$ cat config.mk
export PLATFORM = sky130hd
export DESIGN_NAME = vending_fsm_param
export DESIGN_NICKNAME = d
export VERILOG_FILES = /design/src/rtl/vending_fsm_param.sv
export SDC_FILE = /design/constraint.sdc
export NUM_CORES = 1
export LEC_CHECK = 0
export CAP_MARGIN = 40
export CORE_AREA = 8 8 53 55
export CTS_BUF_LIST = sky130_fd_sc_hd__clkbuf_8
export DETAILED_ROUTE_END_ITERATION = 6
export DIE_AREA = 0 0 61 63
export GPL_ROUTABILITY_DRIVEN = 1
export PLACE_DENSITY = 0.82
export RECOVER_POWER = 50
export SETUP_SLACK_MARGIN = 0.3
export SLEW_MARGIN = 20
export SYNTH_ARGS = -nofsm -noshare
export SYNTH_HDL_FRONTEND = slang
export SYNTH_SLANG_ARGS = --single-unit
$ cat constraint.sdc
create_clock -name clk -period 3.9 [get_ports clk]
set_input_delay 0.39 -clock clk [delete_from_list [all_inputs] [get_ports clk]]
set_output_delay 0.39 -clock clk [all_outputs]
set_load 0.05 [all_outputs]
$ cat src/rtl/vending_fsm_param.sv
// rtl/vending_fsm_param.sv - parameterised coin-operated vending controller
// Tick-enabled FSM with credit accounting, per-unit change return and coin rejection.
module vending_fsm_param #(
  parameter int CREDIT_W = 4,
  parameter int N_PROD = 2,
  parameter int COIN0_VAL = 1,
  parameter int COIN1_VAL = 2,
  parameter logic [N_PROD*CREDIT_W-1:0] PRICES = {4'd5, 4'd3},
  parameter int MAX_CREDIT = 9,
  parameter bit AUTO_CHANGE = 1'b1,
  localparam int PROD_W = (N_PROD > 1) ? $clog2(N_PROD) : 1
) (
  input  logic                clk,
  input  logic                reset,
  input  logic                tick,
  input  logic [1:0]          coin,
  input  logic [N_PROD-1:0]   sel,
  input  logic                cancel,
  output logic                dispense,
  output logic [PROD_W-1:0]   prod,
  output logic                change,
  output logic                coin_reject,
  output logic                deny,
  output logic [CREDIT_W-1:0] credit,
  output logic                busy
);

  localparam int W = CREDIT_W + 1;

  typedef enum logic [1:0] {S_CREDIT, S_VEND, S_CHANGE, S_REFUND} state_t;

  state_t              state_q, state_d;
  logic [CREDIT_W-1:0] credit_q, credit_d;
  logic [1:0]          coin_prev_q, coin_prev_d;
  logic                dispense_q, dispense_d;
  logic [PROD_W-1:0]   prod_q, prod_d;
  logic                change_q, change_d;
  logic                coin_reject_q, coin_reject_d;
  logic                deny_q, deny_d;
  logic                busy_q, busy_d;

  logic [1:0]          coin_edge;
  logic [W-1:0]        coin_sum;
  logic                sel_onehot;
  logic [PROD_W-1:0]   sel_idx;
  logic [CREDIT_W-1:0] sel_price;

  assign coin_edge  = coin & ~coin_prev_q;
  assign coin_sum   = (coin_edge[0] ? W'(COIN0_VAL) : '0) + (coin_edge[1] ? W'(COIN1_VAL) : '0);
  assign sel_onehot = $onehot(sel);

  always_comb begin
    sel_idx   = '0;
    sel_price = '0;
    for (int i = 0; i < N_PROD; i++) begin
      if (sel[i]) begin
        sel_idx   = PROD_W'(i);
        sel_price = PRICES[i*CREDIT_W +: CREDIT_W];
      end
    end
  end

  always_comb begin
    state_d       = state_q;
    credit_d      = credit_q;
    coin_prev_d   = coin_prev_q;
    dispense_d    = dispense_q;
    prod_d        = prod_q;
    change_d      = change_q;
    coin_reject_d = coin_reject_q;
    deny_d        = deny_q;
    busy_d        = busy_q;
    if (tick) begin
      coin_prev_d   = coin;
      dispense_d    = 1'b0;
      prod_d        = '0;
      change_d      = 1'b0;
      coin_reject_d = 1'b0;
      deny_d        = 1'b0;
      case (state_q)
        S_CREDIT: begin
          if (cancel && credit_q != '0) begin
            state_d       = S_REFUND;
            coin_reject_d = |coin_edge;
          end else if (sel_onehot && credit_q >= sel_price) begin
            credit_d      = credit_q - sel_price;
            prod_d        = sel_idx;
            dispense_d    = 1'b1;
            state_d       = S_VEND;
            coin_reject_d = |coin_edge;
          end else begin
            deny_d = sel_onehot;
            // Headroom is computed as MAX - credit so the sum never needs an extra bit.
            if (|coin_edge) begin
              if (coin_sum > W'(MAX_CREDIT) - W'(credit_q)) begin
                coin_reject_d = 1'b1;
              end else begin
                credit_d = CREDIT_W'(W'(credit_q) + coin_sum);
              end
            end
          end
        end
        S_VEND: begin
          coin_reject_d = |coin_edge;
          state_d = (AUTO_CHANGE && credit_q != '0) ? S_CHANGE : S_CREDIT;
        end
        default: begin
          coin_reject_d = |coin_edge;
          if (credit_q != '0) begin
            change_d = 1'b1;
            credit_d = credit_q - CREDIT_W'(1);
          end else begin
            state_d = S_CREDIT;
          end
        end
      endcase
      busy_d = (state_d != S_CREDIT);
    end
  end

  always_ff @(posedge clk or negedge reset) begin
    if (!reset) begin
      state_q       <= S_CREDIT;
      credit_q      <= '0;
      coin_prev_q   <= '0;
      dispense_q    <= 1'b0;
      prod_q        <= '0;
      change_q      <= 1'b0;
      coin_reject_q <= 1'b0;
      deny_q        <= 1'b0;
      busy_q        <= 1'b0;
    end else begin
      state_q       <= state_d;
      credit_q      <= credit_d;
      coin_prev_q   <= coin_prev_d;
      dispense_q    <= dispense_d;
      prod_q        <= prod_d;
      change_q      <= change_d;
      coin_reject_q <= coin_reject_d;
      deny_q        <= deny_d;
      busy_q        <= busy_d;
    end
  end

  assign dispense    = dispense_q;
  assign prod        = prod_q;
  assign change      = change_q;
  assign coin_reject = coin_reject_q;
  assign deny        = deny_q;
  assign credit      = credit_q;
  assign busy        = busy_q;

endmodule

* After elaboration in Yosys (flattened, before gate mapping)
Cells that the tools add are included.
** Storage, ports and cells
- Register bits after elaboration :: 14
- Output and inout port bits :: 10
** Operators by class
- $add $sub $neg :: 6
- $lt $le $gt $ge :: 2
- Eq/ne operators :: 5
- Muxes and demuxes :: 33
- Bitwise gates (word level) :: 3
- Reductions and logical operators :: 9
** Operator list (count)
- $mux W4 :: 5
- $mux W1 :: 18
- $mux W2 :: 7
- $pmux W4 S2 :: 1
- $ne A3 B3 Y1 const B :: 2
- $reduce_and A6 Y1 :: 1
- $gt A3 B5 Y1 :: 1
- $sub A4 B4 Y5 const A :: 1
- $add A4 B3 Y4 :: 1
- $eq A2 B1 Y1 const B :: 2
- $ge A4 B4 Y1 :: 1
- $pmux W2 S2 :: 1
- $reduce_bool A2 Y1 :: 2
- $reduce_bool A4 Y1 :: 1
- $reduce_or A2 Y1 :: 2
- $sub A4 B1 Y4 const B :: 1
- $sub A4 B4 Y4 :: 1
- $add A1 B2 Y3 :: 1
- $mux W3 :: 1
- $add A1 B1 Y2 :: 1
- $and A2 B2 Y2 :: 1
- $logic_and A1 B1 Y1 :: 2
- $logic_not A2 Y1 :: 1
- $ne A2 B2 Y1 const B :: 1
- other kinds (2) :: 2

* Longest topological paths before layout
- Depth in word-level cells :: 10
- Gate-level depth with buffers :: 11
- Mapped depth without buffers :: 10

* Worst setup path before layout
Ideal clock, no wire load.
- Path kind :: register to register
- Start :: reg credit_q[0], in the netlist credit[0]
- End :: reg credit_q[3], in the netlist credit[3]
- Setup time :: 0.147 ns
- Arrival :: 2.454 ns
- Data required time :: 3.753 ns
- Setup slack :: 1.299 ns
- Cell stages (with the launch flop) :: 10
- Buffers on the path :: 1
- Clock period less this slack :: 2.601 ns
- Cells stage by stage :: dfrtp_1 inv_1 ha_1 fa_1 nor2b_1 o41ai_2 buf_2 nor4b_1 o22ai_1 xnor2_1
** Between the ends
- Longest elaborated chain between the ends :: 6
- Elaborated cells on any way between the ends :: 20
- Classes of those cells :: add/sub: 4; order compare: 2; eq/ne: 3; mux: 6; reduce/logical: 5
** Ends and longest elaborated chain
- from (decl) :: RTL line 33 : logic [CREDIT_W-1:0] credit_q, credit_d;
- from (signal assigned) :: RTL line 134 : credit_q <= credit_d;
- parallel branches: the longest is 6 deep, another holds $sub A4 B4 Y5
Parallel ways; which one is timed is not known. The select of a mux whose other input is x is not followed.
A chain may end at the register's enable or synchronous reset.

* Final worst setup path
- Start :: in sel[1]
- End :: reg credit_q[3], in the netlist credit[3]
** Between the ends
- Longest elaborated chain between the ends :: 6
- Elaborated cells on any way between the ends :: 12
- Classes of those cells :: add/sub: 2; order compare: 1; eq/ne: 3; mux: 4; reduce/logical: 2
** Ends and longest elaborated chain
- from (decl) :: RTL line 17 : input logic [N_PROD-1:0] sel,
- $mux W3 / $add A1 B1 Y2 (equally long branches) :: RTL line 56, 50
- $ge A4 B4 Y1 / $eq A2 B1 Y1 (equally long branches) :: RTL line 85, 50
- $logic_and A1 B1 Y1 :: RTL line 85 : end else if (sel_onehot && credit_q >= sel_price) begin
- $mux W4 :: RTL line 85
- $mux W4 :: RTL line 82 : if (cancel && credit_q != '0) begin
- $pmux W4 S2 :: RTL line 80 : case (state_q)
Parallel ways exist; a longest one is shown, timed or not. The select of a mux whose other input is x is not followed.

==> reports/metrics.yaml <==
synth_top_flop_cell: "dfrtp_1"
comb_power_share_pct: 60.4
cts-hold-fix-buffers: 0
reg2reg_from: "credit[1]$_DFFE_PN0P_"
worstSkewPairLatency_ns: 0.25
hpwlAfterDp_um: 1920
initial_core_util_pct: 53.7
total_number_of_h_tree_levels: 1
leakage_nw: 0.632
place.port_buffers: 17
die-width_um: 61
cell_internal_pwr_mw: 0.521
ys_async_rst_share_pct: 100
hp-class: "register to register"
dieHeight_um: 63
setup_total_negative_slack_ns: 0
avgViaCountPerCell: 5.62
synth_top_area_cell: "dfrtp_1"
synth_cells: 113
drc_errors: 0
grt_max_degree: 18
grt_first_pass_wirelength_um: 4330
post_synth.cell_area_avg_um2: 9.81
drt-wirelength-per-cell_um: 15.3
place_congestion: 0.864
clock_path_buffers: 2
top_level_ports: 18
distinct_cell_type_count_after_synthesis: 41
ys_ff_latch: 14
area_growth_pct: 22.1
post_cts_resized: 0
nNetsFinal: 154
layout_setup_ws_ns: 1.19
max_slew.worst_pin.slew_ns: 0.648
setup_repair_after_global_routing_missed_its_margin: "no"
detailedRoute.firstIterationViolations: 16
timing.final.setup_violations: 0
clk_transition_reported_paths_ns: 0.06
cp_data_arrival_time_ns: 2.82
antennaDiodeCount: 0
dp_worst_setup_slack_ns: 0.974
postRouteAntennaNets: 0
cts_tree: "built"
period_needed_ns: 2.71
commonest_non_fill_non_tap_cell_in_the_layout: "dfrtp_1"
timing_max_transition_violations_final: 0
synth_cell_area_um2: 1110
max_stage_delay_ns: 0.42
synth_largest_type_area_fraction_pct: 31.6
synth_edf_count: 0
yosys-top-cells-area: "dfrtp_1, ha_1, mux2i_1, inv_1, mux2_2"
netSwitchingFraction_pct: 47.2
floorplan.rows: 17
switchingPower_mw: 0.465
fp.coreArea_um2: 2060
maxClockFrequency_mhz: 369
final_cell_mix: "dfrtp_1, inv_1, clkdlybuf4s50_1, ha_1, o21ai_0"
ys_warn_count: 0
period_share_pct: 69.5
relSlewSlack_pct: 56.6
clkPwrFrac_pct: 14.4
share_seq_of_total_power_pct: 25.2
power_per_cell_area_nw_per_um2: 728
hold_violations: 0
grt_antenna_before_repair: 0
fill_cells: 162
drt-pass1-iter-count: 4
gr-usage-all-layers_pct: 14.4
synth_seq_area_share_pct: 31.6
crit_slowest_cell: "clkdlybuf4s50_1"
critPathKind: "input pin to register"
timing.max_cap.violations: 0
cts.sink_count: 14
crit_fanout: 11
cts_buffers: 3
fp.dieArea_um2: 3840
crit_path_end_kind: "register"
crit_path_start: "sel[1]"
setup_buffers_after_cts: 0
root_buffer: "clkbuf_8"
timing.critical_path.from_type: "input pin"
mappedNetlistNets: 135
via_count: 893
worstPathRequired_ns: 4.01
min-delay-start: "busy$_DFFE_PN0P_"
globalRouteOverflowTotal: 0
grt_pass1_vias: 1005
outcome: "finished clean"
worstPathCellList: "clkdlybuf4s50_1, inv_1, ha_1, inv_1, ha_1, fa_1, nor2b_1, o41ai_2, buf_4, nor4b_1, o22ai_1, xnor2_1"
post_route_cells_drive_above_1_share_pct: 12.2
postRouteWirelength_um: 2430
clock_skew_ns: 0.00158
vdd.ir_drop.worst_v: 0.000377
[cells in the mapped netlist, types with 4 or more instances]
master	count
mux2_2	4
nor2_1	4
nand2_1	4
o21ai_0	8
nor2b_1	5
mux2i_1	5
inv_1	13
dfrtp_1	14
ha_1	12
[flip-flops by register name (all words and copies together) (netlist names)]
signal       count
credit           4
coin_prev_q      2
state_q          2
busy             1
change           1
coin_reject      1
deny             1
dispense         1
prod             1
[power by group through the flow]
| stage | logic (mW) | clock network, mW | registers, mW |
|---|---|---|---|
| after global routing | 0.657 | 0.150 | 0.256 |
| after detailed placement | 0.594 | 0 | 0.253 |
| after CTS | 0.601 | 0.146 | 0.250 |
| after floorplan | 0.323 | 0 | 0.352 |
| final | 0.595 | 0.142 | 0.248 |
| after global placement | 0.582 | 0 | 0.250 |
[cell type report]
cell class / count / area (µm²) / share of cell area, %
inverter: 13 / 48.8 / 3.60
clock buffer: 4 / 55.1 / 4.07
multi-input combinational: 82 / 687 / 50.7
sequential: 14 / 350 / 25.9
timing repair buffer: 18 / 178 / 13.1
tap: 28 / 35.0 / 2.59
[path summary, 6_finish.rpt]
kind,end,slack (ns),depth (start not counted)
max in group asynchronous,state_q[0]$_DFFE_PN0P_,2.87,1
setup reg to reg,credit[2]$_DFFE_PN0P_,1.49,7
hold reg to reg,busy$_DFFE_PN0P_,0.50,1
hold / removal,busy$_DFFE_PN0P_,0.50,1
setup / recovery,credit[3]$_DFFE_PN0P_,1.19,12
min in group asynchronous,dispense$_DFFE_PN0P_,0.61,1
[per-stage QoR]
stage,hold WS [ns],util [%],power [mW],instances,cell area (µm²)
2_1_floorplan,0.0944,-,0.676,113,1110
4_1_cts,0.504,65.9,0.998,159,1360
5_1_grt,0.507,65.6,1.06,159,1350
6_report,0.498,65.6,0.986,159,1350
3_3_place_gp,0.472,63.2,0.832,155,1300
3_5_place_dp,0.487,63.2,0.847,155,1300
[cell families (layout without fill, tap and decap cells)]
logic type | count (synthesis) | in the layout | synth area share [%]
AND/OR/NAND/NOR | 31 | 31 | 18.3
AO/OA/AOI/OAI | 25 | 25 | 16.0
buffers and inverters | 17 | 35 | 5.98
adder cells (fa/ha/maj) | 14 | 14 | 17.2
flip-flops | 14 | 14 | 31.6
multiplexers | 9 | 9 | 8.58
XOR/XNOR | 3 | 3 | 2.37
[layer usage]
layer / wire length [µm] / global-route usage [%] / vias to the layer above / share of wire (%)
li1: - / - / 437 / -
met1: 1050 / 16.9 / 430 / 43
met2: 1230 / 24.6 / 22 / 51
met3: 114 / 3.09 / 4 / 4.7
met4: 30 / 4.37 / 0 / 1.2
met5: 0 / 0 / - / 0
[worst max-delay path: cells and delay by family]
family / cells / cell delay [ns]
and+or+nand+nor: 2 / 0.49
xor gates and xnor gates: 1 / 0.17
adders and majority gates: 3 / 0.75
AOI/OAI and AO/OA: 2 / 0.26
buffers and inverters: 4 / 0.76
Power figures use the tool's default switching activity.
